## src/rtl/alu_seq_if.sv

```systemverilog
// Request/response bundle between execute-stage control and the sequential ALU.
// Control drives the request side (master); the ALU drives results and status (slave).
interface alu_seq_if #(
  parameter int unsigned N = 16
);
  logic         start;
  logic [3:0]   ALU_op;
  logic [N-1:0] Reg_read_data_1;
  logic [N-1:0] MUX_3_out;
  logic [N-1:0] ALU_result;
  logic [N-1:0] ALU_result_hi;
  logic         zero;
  logic         overflow;
  logic         busy;
  logic         done;

  modport master (
    output start, ALU_op, Reg_read_data_1, MUX_3_out,
    input  ALU_result, ALU_result_hi, zero, overflow, busy, done
  );

  modport slave (
    input  start, ALU_op, Reg_read_data_1, MUX_3_out,
    output ALU_result, ALU_result_hi, zero, overflow, busy, done
  );
endinterface

```

## src/rtl/alu_seq_unit.sv

```systemverilog
// Execute-stage ALU: single-cycle logic/arith ops plus sequential unsigned
// shift-add multiply and restoring divide behind a start/busy/done handshake.
module alu_seq_unit #(
  parameter int unsigned N = 16
) (
  input  logic       clk,
  input  logic       rst_n,
  alu_seq_if.slave   bus
);

  localparam int unsigned CNT_W = $clog2(N);
  localparam int unsigned ACC_W = 2 * N;

  localparam logic [3:0] OP_ADD = 4'b0000;
  localparam logic [3:0] OP_SUB = 4'b0001;
  localparam logic [3:0] OP_AND = 4'b0010;
  localparam logic [3:0] OP_OR  = 4'b0011;
  localparam logic [3:0] OP_XOR = 4'b0100;
  localparam logic [3:0] OP_SLL = 4'b0101;
  localparam logic [3:0] OP_SRL = 4'b0110;
  localparam logic [3:0] OP_SRA = 4'b0111;
  localparam logic [3:0] OP_SLT = 4'b1000;
  localparam logic [3:0] OP_MUL = 4'b1001;
  localparam logic [3:0] OP_DIV = 4'b1010;

  typedef enum logic [1:0] {
    S_IDLE = 2'd0,
    S_MUL  = 2'd1,
    S_DIV  = 2'd2
  } state_e;

  state_e           state_q, state_d;
  logic [CNT_W-1:0] cnt_q, cnt_d;
  // MUL: opa = multiplicand (shifts left), opb = multiplier (shifts right), acc = product.
  // DIV: opa low half = divisor, opb = dividend shifting into quotient, acc low half = remainder.
  logic [ACC_W-1:0] opa_q, opa_d;
  logic [N-1:0]     opb_q, opb_d;
  logic [ACC_W-1:0] acc_q, acc_d;

  logic [N-1:0]     result_q, result_d;
  logic [N-1:0]     result_hi_q, result_hi_d;
  logic             zero_q, zero_d;
  logic             ovf_q, ovf_d;
  logic             busy_q, busy_d;
  logic             done_q, done_d;

  logic [N-1:0]     op_a, op_b;
  logic [CNT_W-1:0] shamt;
  logic [N-1:0]     add_r, sub_r;
  logic [N-1:0]     alu_r;
  logic             alu_ovf;

  logic [ACC_W-1:0] mul_acc;
  logic [N:0]       div_part;
  logic             div_ge;
  logic [N-1:0]     div_rem;
  logic [N-1:0]     div_quo;
  logic             last_iter;

  assign op_a  = bus.Reg_read_data_1;
  assign op_b  = bus.MUX_3_out;
  assign shamt = op_b[CNT_W-1:0];
  assign add_r = op_a + op_b;
  assign sub_r = op_a - op_b;

  // Single-cycle datapath, evaluated on the live operands
  always_comb begin
    alu_r   = '0;
    alu_ovf = 1'b0;
    case (bus.ALU_op)
      OP_ADD: begin
        alu_r   = add_r;
        alu_ovf = (op_a[N-1] == op_b[N-1]) && (add_r[N-1] != op_a[N-1]);
      end
      OP_SUB: begin
        alu_r   = sub_r;
        alu_ovf = (op_a[N-1] != op_b[N-1]) && (sub_r[N-1] != op_a[N-1]);
      end
      OP_AND:  alu_r = op_a & op_b;
      OP_OR:   alu_r = op_a | op_b;
      OP_XOR:  alu_r = op_a ^ op_b;
      OP_SLL:  alu_r = op_a << shamt;
      OP_SRL:  alu_r = op_a >> shamt;
      OP_SRA:  alu_r = N'($signed(op_a) >>> shamt);
      OP_SLT:  alu_r = {{(N-1){1'b0}}, ($signed(op_a) < $signed(op_b))};
      default: alu_r = '0;
    endcase
  end

  // One iteration of each sequential algorithm
  always_comb begin
    mul_acc   = opb_q[0] ? (acc_q + opa_q) : acc_q;
    div_part  = {acc_q[N-1:0], opb_q[N-1]};
    div_ge    = div_part >= {1'b0, opa_q[N-1:0]};
    div_rem   = div_ge ? N'(div_part - {1'b0, opa_q[N-1:0]}) : div_part[N-1:0];
    div_quo   = {opb_q[N-2:0], div_ge};
    last_iter = (cnt_q == CNT_W'(N - 1));
  end

  // Next-state and next-output logic
  always_comb begin
    state_d     = state_q;
    cnt_d       = cnt_q;
    opa_d       = opa_q;
    opb_d       = opb_q;
    acc_d       = acc_q;
    result_d    = result_q;
    result_hi_d = result_hi_q;
    zero_d      = zero_q;
    ovf_d       = ovf_q;
    busy_d      = busy_q;
    done_d      = 1'b0;

    case (state_q)
      S_IDLE: begin
        if (bus.start) begin
          if (bus.ALU_op == OP_MUL) begin
            state_d = S_MUL;
            cnt_d   = '0;
            acc_d   = '0;
            opa_d   = ACC_W'(op_a);
            opb_d   = op_b;
            busy_d  = 1'b1;
          end else if (bus.ALU_op == OP_DIV && op_b != '0) begin
            state_d = S_DIV;
            cnt_d   = '0;
            acc_d   = '0;
            opa_d   = ACC_W'(op_b);
            opb_d   = op_a;
            busy_d  = 1'b1;
          end else if (bus.ALU_op == OP_DIV) begin
            // Divide by zero resolves immediately: all-ones quotient, dividend as remainder
            result_d    = '1;
            result_hi_d = op_a;
            zero_d      = 1'b0;
            ovf_d       = 1'b0;
            done_d      = 1'b1;
          end else begin
            result_d    = alu_r;
            result_hi_d = '0;
            zero_d      = (alu_r == '0);
            ovf_d       = alu_ovf;
            done_d      = 1'b1;
          end
        end
      end

      S_MUL: begin
        acc_d = mul_acc;
        opa_d = opa_q << 1;
        opb_d = opb_q >> 1;
        cnt_d = cnt_q + CNT_W'(1);
        if (last_iter) begin
          state_d     = S_IDLE;
          busy_d      = 1'b0;
          done_d      = 1'b1;
          result_d    = mul_acc[N-1:0];
          result_hi_d = mul_acc[ACC_W-1:N];
          zero_d      = (mul_acc[N-1:0] == '0);
          ovf_d       = 1'b0;
        end
      end

      S_DIV: begin
        acc_d = ACC_W'(div_rem);
        opb_d = div_quo;
        cnt_d = cnt_q + CNT_W'(1);
        if (last_iter) begin
          state_d     = S_IDLE;
          busy_d      = 1'b0;
          done_d      = 1'b1;
          result_d    = div_quo;
          result_hi_d = div_rem;
          zero_d      = (div_quo == '0);
          ovf_d       = 1'b0;
        end
      end

      default: begin
        state_d = S_IDLE;
        busy_d  = 1'b0;
      end
    endcase
  end

  // State and output registers; reset aborts any in-flight operation
  always_ff @(posedge clk) begin
    if (!rst_n) begin
      state_q     <= S_IDLE;
      cnt_q       <= '0;
      opa_q       <= '0;
      opb_q       <= '0;
      acc_q       <= '0;
      result_q    <= '0;
      result_hi_q <= '0;
      zero_q      <= 1'b0;
      ovf_q       <= 1'b0;
      busy_q      <= 1'b0;
      done_q      <= 1'b0;
    end else begin
      state_q     <= state_d;
      cnt_q       <= cnt_d;
      opa_q       <= opa_d;
      opb_q       <= opb_d;
      acc_q       <= acc_d;
      result_q    <= result_d;
      result_hi_q <= result_hi_d;
      zero_q      <= zero_d;
      ovf_q       <= ovf_d;
      busy_q      <= busy_d;
      done_q      <= done_d;
    end
  end

  assign bus.ALU_result    = result_q;
  assign bus.ALU_result_hi = result_hi_q;
  assign bus.zero          = zero_q;
  assign bus.overflow      = ovf_q;
  assign bus.busy          = busy_q;
  assign bus.done          = done_q;

endmodule

```

## src/flat_wrapper.sv

```systemverilog
// flat-port wrapper written by rule: the top's interface ports become plain ports
module alu_seq_unit_flat 
#(
  parameter int unsigned N = 16
)
  (clk, rst_n, bus_start, bus_ALU_op, bus_Reg_read_data_1, bus_MUX_3_out, bus_ALU_result, bus_ALU_result_hi, bus_zero, bus_overflow, bus_busy, bus_done);
  alu_seq_if #(.N(N)) bus_i ();
  input  logic clk;
  input  logic rst_n;
  input wire logic [$bits(bus_i.start)-1:0] bus_start;
  input wire logic [$bits(bus_i.ALU_op)-1:0] bus_ALU_op;
  input wire logic [$bits(bus_i.Reg_read_data_1)-1:0] bus_Reg_read_data_1;
  input wire logic [$bits(bus_i.MUX_3_out)-1:0] bus_MUX_3_out;
  output wire logic [$bits(bus_i.ALU_result)-1:0] bus_ALU_result;
  output wire logic [$bits(bus_i.ALU_result_hi)-1:0] bus_ALU_result_hi;
  output wire logic [$bits(bus_i.zero)-1:0] bus_zero;
  output wire logic [$bits(bus_i.overflow)-1:0] bus_overflow;
  output wire logic [$bits(bus_i.busy)-1:0] bus_busy;
  output wire logic [$bits(bus_i.done)-1:0] bus_done;
  assign bus_i.start = bus_start;
  assign bus_i.ALU_op = bus_ALU_op;
  assign bus_i.Reg_read_data_1 = bus_Reg_read_data_1;
  assign bus_i.MUX_3_out = bus_MUX_3_out;
  assign bus_ALU_result = bus_i.ALU_result;
  assign bus_ALU_result_hi = bus_i.ALU_result_hi;
  assign bus_zero = bus_i.zero;
  assign bus_overflow = bus_i.overflow;
  assign bus_busy = bus_i.busy;
  assign bus_done = bus_i.done;
  alu_seq_unit #(.N(N)) u_core (.clk(clk), .rst_n(rst_n), .bus(bus_i));
endmodule
```

## config.mk

```make
export PLATFORM = sky130hd
export DESIGN_NAME = alu_seq_unit_flat
export DESIGN_NICKNAME = d
export VERILOG_FILES = /design/src/rtl/alu_seq_if.sv /design/src/rtl/alu_seq_unit.sv /design/src/flat_wrapper.sv
export SDC_FILE = /design/constraint.sdc
export NUM_CORES = 1
export LEC_CHECK = 0
export BUFFER_PORTS_ARGS = -buffer_cell sky130_fd_sc_hd__buf_2
export CORE_MARGIN = 3
export CORE_UTILIZATION = 47
export CTS_CLUSTER_SIZE = 12
export DETAILED_ROUTE_END_ITERATION = 7
export PLACE_DENSITY = 0.69
export SYNTH_ARGS = -nofsm -noshare
export SYNTH_HDL_FRONTEND = slang
export SYNTH_SLANG_ARGS = --single-unit
```

## constraint.sdc

```tcl
create_clock -name clk -period 3.3 [get_ports clk]
set_clock_uncertainty 0.2 [all_clocks]
set_input_delay 0.165 -clock clk [delete_from_list [all_inputs] [get_ports clk]]
set_output_delay 0.165 -clock clk [all_outputs]
set_load 0.01 [all_outputs]
```

Yosys cells after proc, flatten, opt, wreduce, memory -nomap -nowiden. Cells that the tools add are included. W data, S select, Z words.

Logic and storage cells: 128. Bits in registers: 122. Input bits: 39.

Eq/ne operators: 24. Mux-type cells: 61. Magnitude comparators: 2. Shifts and indexed selects: 3. Add/sub/neg operators: 5. Bitwise gates (word level): 3. Reductions and logical operators: 19.

Operator list (count): $mux W16 (16); $mux W32 (7); $pmux W16 S3 (3); $pmux W16 S9 (1); $pmux W32 S3 (1); $pmux W32 S2 (1); $logic_not A16 Y1 (3); $add A32 B32 Y32 (1); $sub A16 B16 Y16 (2); $mux W1 (18); $ge A17 B16 Y1 (1); $add A16 B16 Y16 (1); $and A16 B16 Y16 (1); $eq A4 B3 Y1 const B (4); $eq A4 B4 Y1 const B (4); $lt A16 B16 Y1 (1); $or A16 B16 Y16 (1); $reduce_bool A16 Y1 (1); $shl A16 B4 Y16 (1); $shr A16 B4 Y16 (1); $sshr A16 B4 Y16 (1); $xor A16 B16 Y16 (1); $mux W4 (3); $reduce_and A3 Y1 (4); other kinds (23) (39).

Longest topological paths before layout. Gate-level depths: netlist of the first run.

Depth in word-level cells: 9. Gate-level depth with buffers: 15. Mapped depth without buffers: 13.

Worst setup path before layout of the first run. OpenSTA, ideal clock, no wires.

Kind: input to register. From: input port bus_MUX_3_out[2]. To: register u_core.zero_q (netlist: u_core.bus.zero). Required time: 2.984 ns. Cell stages on the path: 15. Path slack: -0.104 ns. Buffers on the path: 4. Arrival: 3.088 ns. Setup time: 0.116 ns. Cell sequence: clkbuf_1 buf_2 inv_1 clkbuf_1 ha_1 buf_2 nor2_1 o311ai_1 a31oi_1 o31ai_1 a21oi_1 o311ai_0 o21ai_1 and2_1 a41o_1.

Cells in the longest elaborated chain, start to end: 8.

Ends and longest elaborated chain: from (decl) (RTL line flat_wrapper.sv:13) `input wire logic [$bits(bus_i.MUX_3_out)-1:0] bus_MUX_3_out;`; $sub A16 B16 Y16 (tied with other cells) (RTL line alu_seq_unit.sv:64) `assign sub_r = op_a - op_b;`; $pmux W16 S9 (RTL line alu_seq_unit.sv:70) `case (bus.ALU_op)`; $logic_not A16 Y1 (RTL line alu_seq_unit.sv:141) `zero_d = (alu_r == '0);`; $mux W1 (RTL line alu_seq_unit.sv:131) `end else if (bus.ALU_op == OP_DIV) begin`; $mux W1 (RTL line alu_seq_unit.sv:124) `end else if (bus.ALU_op == OP_DIV && op_b != '0) begin`; $mux W1 (RTL line alu_seq_unit.sv:117) `if (bus.ALU_op == OP_MUL) begin`; $mux W1 (RTL line alu_seq_unit.sv:116) `if (bus.start) begin`; $pmux W1 S3 (RTL line alu_seq_unit.sv:114) `case (state_q)`; to (signal assigned) (RTL line alu_seq_unit.sv:208) `zero_q <= zero_d;`; to (decl) (RTL line alu_seq_unit.sv:42) `logic zero_q, zero_d;`.

Parallel ways exist; a longest one is shown, timed or not. The select of a mux whose other input is x is not followed. A chain may end at the register's enable or synchronous reset.

Worst setup path in the final report of the first run.
From: register u_core.opa_q[1]. To: register u_core.zero_q (netlist: u_core.bus.zero).

Cells in the longest elaborated chain, start to end: 5.

Ends and longest elaborated chain: from (decl) (RTL line alu_seq_unit.sv:36) `logic [ACC_W-1:0] opa_q, opa_d;`; from (signal assigned) (RTL line alu_seq_unit.sv:203) `opa_q <= opa_d;`; $add A32 B32 Y32 (RTL line alu_seq_unit.sv:92) `mul_acc = opb_q[0] ? (acc_q + opa_q) : acc_q;`; $mux W32 (RTL line alu_seq_unit.sv:92); $logic_not A16 Y1 (RTL line alu_seq_unit.sv:159) `zero_d = (mul_acc[N-1:0] == '0);`; $mux W1 (RTL line alu_seq_unit.sv:153) `if (last_iter) begin`; $pmux W1 S3 (*) (RTL line alu_seq_unit.sv:114).

Mark *: on every way between the ends. The rest lies on a longest branch, timed or not. The select of a mux whose other input is x is not followed.

==> flow_metrics.py, run 1 <==
metrics = {
    "cells_and_area": {
        "final_common_cell": "buf_4",
        "final_area_sq_um": 17200,
        "nets": 2188,
        "drive_gt1_frac": 0.267,
        "mostFrequentLayoutCells": "277 x buf_4, 187 x nor2_1, 163 x nand2_1, 152 x a21oi_1, 112 x dfxtp_1",
        "stdcell_count": 2434,
        "antenna_cells_inserted": 0,
        "areaGrowthSynthToFinish_pct": 27.3,
    },
    "job": {
        "maxCapViolations": 0,
    },
    "timing": {
        "fmax_ghz": 0.297,
        "drv_slew": 0,
        "min_period_ns": 3.36,
        "fin_setup_tns_ns": -0.0620,
        "max-slew-margin-rel": 0.393,
        "fin_ws_ns": -0.0620,
        "finalHoldViolCount": 0,
        "max_slew.worst_pin.slew_ns": 0.908,
        "setup_viol": 1,
        "period_share": 1.02,
        "rsz0062_at_grt": "true",
    },
    "worst_hold_path": {
        "holdCritPathClass": "in -> reg",
    },
    "floorplanning": {
        "fp.coreArea_sq_um": 28100,
        "num_rows": 61,
        "die_w_um": 176,
        "ios": 75,
        "dieArea_sq_um": 30800,
        "die_h_um": 176,
        "initial_core_util": 0.481,
    },
    "pwr": {
        "ir_worst_vdd_uv": 337,
        "leakagePower_uw": 0.00725,
        "powerDensity_nw_per_um2": 441,
        "p_total_uw": 7590,
    },
    "clock_network": {
        "cts_max_level": 4,
        "clock_path_buffers": 2,
        "tritoncts": "yes",
        "cts_sinks": 122,
        "clk_pin_slew_ns": 0.07,
        "cts_buffers": 17,
        "clk-insertion-delay-late_ns": 0.43,
        "root_buffer": "clkbuf_16",
    },
    "critical_path": {
        "setup.worst_path.end_class": "flop",
        "required_ns": 3.48,
        "cp_num_buf_inv": 2,
        "worstPathArrival_ns": 3.54,
        "critPathTopFamily": "simple AND/OR/NAND/NOR gates",
        "critPathMaxFanout": 4,
        "cpPeakStageDelay_ns": 0.53,
        "cpMaxStageDelayCell": "or4bb_4",
        "setup.worst_path.start_class": "flop",
        "crit_chain": "buf_6 > fa_2 > buf_4 > xnor2_1 > a21oi_1 > or3_1 > nor3_2 > nand4b_1 > nor4_2 > or4bb_4 > a21oi_2 > a41o_1",
        "crit_type": "reg -> reg",
    },
    "synth": {
        "ys_seq_elements": 122,
        "synth.distinct_cells": 102,
        "syn-num-nets": 1944,
        "ys_seq_area_frac": 0.181,
        "synthSimpleGateAreaFrac": 0.219,
        "synth_xor_area_frac": 0.0175,
        "synth_top_area_frac": 0.181,
        "ys.flop_type": "dfxtp_1",
        "synth-compound-area-share": 0.334,
        "synth_top_family_by_area": "compound AO/OA/AOI/OAI gates",
        "yosys.area.top_type": "dfxtp_1",
        "synth_adder_area_share": 0.100,
        "synth_edf_count": 0,
        "synth_area_sq_um": 13500,
        "synthTopCellsByArea": "dfxtp_1 18%, ha_1 9.4%, a21oi_1 5.9%, nor2_1 5.2%, nand2_1 4.6%",
        "synthArstFlopShare": 0,
        "ys_warn_count": 0,
        "syn_avg_cell_area_sq_um": 7.51,
        "netlist_instances": 1799,
        "synthMuxAreaShare": 0.0763,
    },
    "detailed_routing": {
        "drc_errors": 0,
        "ant_nets": 0,
        "routedWlPerCell_um": 24.7,
        "drt-total-wl_um": 60000,
        "drt_iter0_markers": 2513,
        "viasPerCell": 6.81,
        "dr.pass1.iters": 6,
        "vias": 16600,
    },
    "global_route": {
        "grt_usage": 0.370,
        "grt.overflow.total": 0,
        "grt_max_degree": 70,
        "first_global_vias": 15500,
        "grt_antenna_before_repair": 1,
        "grt_pass1_wl_um": 89500,
    },
    "placed_design": {
        "placed_area_sq_um": 16000,
        "dp_cells": 2391,
        "portBuffers": 74,
        "dp_hpwl_um": 45000,
        "place_congestion": 1.09,
    },
    "status": {
        "outcome": "finished, violations left",
        "violations": "setup timing",
    },
}
[timing repair]
action,4_1_cts,5_1_grt
gates cloned,1,0
gates resized for setup,43,69
hold buffers,1,0
pin swaps,21,25
endpoints found under the setup margin,39,37
setup buffers,8,2
endpoints found under the hold margin,1,0
[where the power goes]
part | total (uW) | internal, uW | leakage [uW] | switching, uW
Sequential | 1730 | 1610 | 0.000996 | 124
Combinational | 3830 | 1610 | 0.00596 | 2220
Clock | 2030 | 1210 | 0.000296 | 821
[flip-flops by register name, indices dropped and copies added, names as in the netlist, 2 cells and up]
register,cells
u_core.opa_q,32
u_core.opb_q,16
u_core.state_q,2
u_core.cnt_q,4
u_core.bus.ALU_result_hi,16
u_core.acc_q,32
u_core.bus.ALU_result,16
[routing by layer]
metal / GRT usage / vias up / wire length, um
li1: - / 7306 / -
met1: 0.477 / 7745 / 23000
met2: 0.579 / 1221 / 25800
met3: 0.0785 / 293 / 6890
met4: 0.202 / 2 / 4300
met5: 0.00641 / - / 13
[synthesized netlist by cell type, types with 8 or more instances]
cell type,n
mux4_2,13
a311oi_1,19
o211a_1,8
o31ai_1,11
a221oi_1,23
nand2b_1,21
o21bai_1,11
nor2_1,188
buf_1,14
a21oi_1,159
xnor2_1,22
mux4_1,14
a22oi_1,29
mux2_2,16
clkbuf_1,94
and3_1,15
or2_2,12
a31oi_1,16
nand2_1,164
or3_1,11
nor4_1,14
nor2b_1,11
o21ai_1,8
a211o_1,9
a21o_1,22
o21a_1,13
buf_2,25
nand4_1,13
o221ai_1,16
dfxtp_1,122
and2_1,18
nor3_1,42
a2111oi_0,8
ha_1,102
a211oi_1,68
nand3_1,55
mux2i_1,19
o21ai_0,77
inv_1,89
o211ai_1,30
a32oi_1,8
[path summary, 6_finish.rpt]
kind	start	end	slack, ns	cells after the start
min	bus_Reg_read_data_1[7]	u_core.bus.ALU_result_hi[7]	0.05	3
max	u_core.opa_q[1]	u_core.bus.zero	-0.06	12
max reg2reg	u_core.opa_q[1]	u_core.bus.zero	-0.06	12
min reg2reg	u_core.bus.ALU_result[2]	u_core.bus.ALU_result[2]	0.25	2
[worst reg2reg max path, stage by stage, from the launching register on]
cell	delay [ns]
dfxtp_4	0.37
buf_6	0.12
fa_2	0.42
buf_4	0.16
xnor2_1	0.21
a21oi_1	0.13
or3_1	0.42
nor3_2	0.13
nand4b_1	0.14
nor4_2	0.23
or4bb_4	0.53
a21oi_2	0.16
a41o_1	0.10
[area by class of cell]
type	instances	area, sq um
multi-input combinational	1444	10600
fill	2580	10900
inverter	93	349
clock inverter	14	189
sequential	122	2460
clock buffer	18	429
timing repair buffer	365	2650
tap	378	473
[stage by stage]
step | setup WS, ns | hold WS [ns] | util
2_1_floorplan | -0.0576 | 0.186 | -
3_3_place_gp | -0.277 | 0.240 | 0.568
3_5_place_dp | -0.299 | 0.246 | 0.568
4_1_cts | 0.00235 | 0.0296 | 0.601
5_1_grt | -0.184 | 0.0717 | 0.612
6_report | -0.0620 | 0.0542 | 0.612
[cells by family (layout without fill, tap and decap cells)]
kind of cell,count (synthesis),in the layout
AOI/OAI and AO/OA,636,636
and+or+nand+nor,612,613
DFF,122,122
buffers and inverters,234,490
adders and majority gates,106,106
muxes,62,62
xor gates and xnor gates,27,27
Power figures use the tool's default switching activity.
==> inputs of run 2 (changes only) <==
- PLACE_DENSITY: 0.69 -> 0.67
- clock period: 3.3 -> 3.1 ns (I/O delays scaled with it)
==> run 2 against run 1 <==
- the run still ends with setup timing left
- worst hold slack gained 0.039 ns
- fmax decreased by 0.59%
- non-clock buffer count increased by 161
- design area grew 12%
- final cell count grew 6.6%
- worst setup slack worse by 0.22 ns
- die area stayed put
- global-route usage is 3.9 points higher
- clock-buffer cell count rose by 2
- sequential power rose by 7%
- register-to-register slack got worse by 0.22 ns
- sequential share of layout area fell by 1.4 points
- critical path type unchanged
==> flow_metrics.py, run 2 (synthesis gave the netlist of run 1 again) <==
metrics = {
    "global_route": {
        "grt.overflow.total": 0,
        "use_met3": 0.0735,
        "grt_usage": 0.409,
        "first_global_vias": 15900,
        "grt.met1_usage": 0.519,
        "grt_max_degree": 53,
        "grt_antenna_before_repair": 1,
        "grt_pass1_wl_um": 97000,
        "use_met2": 0.659,
        "grt.busiest_layer": "met2",
    },
    "detailed_routing": {
        "dr.pass1.iters": 6,
        "drt_iter0_markers": 2283,
        "vias": 17100,
        "ant_nets": 0,
        "routedWlPerCell_um": 25.7,
        "viasPerCell": 6.57,
        "drt-total-wl_um": 66700,
        "drc_errors": 0,
    },
    "status": {
        "outcome": "finished, violations left",
        "violations": "setup timing",
    },
    "worst_hold_path": {
        "whs_path_depth": 4,
        "holdCritPathClass": "in -> reg",
    },
    "cells_and_area": {
        "largestRegisters": "u_core.acc_q (32), u_core.opa_q (32)",
        "drive_gt1_frac": 0.363,
        "mostFrequentLayoutCells": "420 x buf_4, 183 x nor2_1, 159 x nand2_1, 140 x a21oi_1, 103 x dfxtp_1",
        "antenna_cells_inserted": 0,
        "final_area_sq_um": 19200,
        "nets": 2349,
        "final_common_cell": "buf_4",
        "areaGrowthSynthToFinish_pct": 42.4,
    },
    "pwr": {
        "leakagePower_uw": 0.00819,
        "ir_worst_vdd_uv": 338,
        "power.internal_uw": 5110,
        "p_sw_uw": 3740,
        "power_frac_seq": 0.209,
        "netSwitchingFraction": 0.422,
        "powerDensity_nw_per_um2": 460,
        "p_total_uw": 8850,
        "share_clk_of_total_power": 0.237,
        "pwr-share-comb": 0.554,
    },
    "placed_design": {
        "placed_area_sq_um": 17100,
        "portBuffers": 74,
        "dp_hpwl_um": 50200,
        "pre_cts_ws_ns": -0.542,
        "place_congestion": 1.07,
    },
    "critical_path": {
        "critPathTopFamily": "simple AND/OR/NAND/NOR gates",
        "r2r_cells": 11,
        "setup.worst_path.start_class": "flop",
        "worstPathArrival_ns": 3.57,
        "cpPeakStageDelay_ns": 0.54,
        "setup.worst_path.end_class": "flop",
        "cp_num_buf_inv": 0,
        "critPathMaxFanout": 3,
        "crit_chain": "ha_4 > fa_2 > a211oi_4 > or3_4 > nand2_4 > o2111ai_2 > o221ai_4 > nor4_2 > or4bb_4 > a21oi_4 > a41o_1",
        "crit_type": "reg -> reg",
        "worstSetupPathDepth": 11,
        "required_ns": 3.28,
        "cpMaxStageDelayCell": "or4bb_4",
    },
    "floorplanning": {
        "fp.coreArea_sq_um": 28100,
        "dieArea_sq_um": 30800,
        "num_rows": 61,
        "die_h_um": 176,
        "initial_core_util": 0.481,
        "die_w_um": 176,
        "ios": 75,
    },
    "timing": {
        "fmax_ghz": 0.296,
        "fin_ws_ns": -0.282,
        "min_period_ns": 3.38,
        "setup_viol": 37,
        "max_slew.worst_pin.slew_ns": 0.912,
        "drv_slew": 0,
        "finalHoldViolCount": 0,
        "hold-worst-slack_ns": 0.0928,
        "period_share": 1.09,
        "max-slew-margin-rel": 0.388,
        "rsz0062_at_grt": "true",
    },
    "clock_network": {
        "tritoncts": "yes",
        "clock_path_buffers": 2,
        "clk_pin_slew_ns": 0.07,
        "cts_buffers": 17,
        "root_buffer": "clkbuf_16",
        "cts_sinks": 122,
        "clk-insertion-delay-late_ns": 0.44,
        "cts_max_level": 4,
    },
    "job": {
        "maxCapViolations": 0,
    },
}
## run 2: cell count changes in the layout (fill, tap and decap cells not counted), moves of 10 or more
cell,previous run,this run
a21oi_1,152,140
a21oi_2,8,19
buf_4,277,420
buf_6,8,22
ha_4,8,18
o21ai_0,68,51
## run 2: repair_timing
item                                    4_1_cts  5_1_grt
endpoints found under the setup margin       52       66
gates cloned                                  1        0
buffers inserted                             11       20
resized for setup                           117      167
hold endpoints to repair                      4        0
pin swaps                                    49       79
hold buffers                                  2        0
## run 2: worst min-delay path: stages
cell and delay [ns]:
buf_2 0.10, buf_4 0.20, nand3_1 0.10, a31oi_1 0.09
## run 2: layer usage
layer  up-vias  wire length, um  share of wire
met3       282             6390          0.096
li1       7616                -              -
met2      1071            29900           0.45
met5         -                0              0
met4         0             4930          0.074
met1      8082            25500           0.38
## run 2: metrics by stage
stage / setup TNS, ns / std cells / util
after CTS: -0.603 / 2581 / 0.655
after global placement: -15.55 / 2536 / 0.609
after floorplan: -0.0734 / 1799 / -
final: -3.14 / 2595 / 0.685
after detailed placement: -18.89 / 2536 / 0.609
after global routing: -6.29 / 2595 / 0.685
## run 2: layout make-up
class                   count  area [sq um]
multi-input cells        1444         11400
fillers                  2343          8850
repair buffers            526          3950
flip-flops and latches    122          2490
well taps                 378           473
clock buffers              20           447
inverters                  93           352
clock inverters            12           139
## run 2: path summary, 6_finish.rpt
check / slack [ns] / startpoint / to
worst max-delay path: -0.28 / u_core.opa_q[0] / u_core.bus.zero
worst min-delay path: 0.09 / bus_Reg_read_data_1[10] / u_core.bus.ALU_result_hi[10]
worst max register to register: -0.28 / u_core.opa_q[0] / u_core.bus.zero
worst min register to register: 0.26 / u_core.bus.ALU_result[6] / u_core.bus.ALU_result[6]
## run 2: power groups by stage
stage	clock, uW	sequential [uW]	combinational, uW
6_report	2090	1850	4900
5_1_grt	2160	1860	5150
4_1_cts	2090	1840	4260
3_5_place_dp	0	1860	3940
3_3_place_gp	0	1860	3920
2_1_floorplan	0	1860	2100
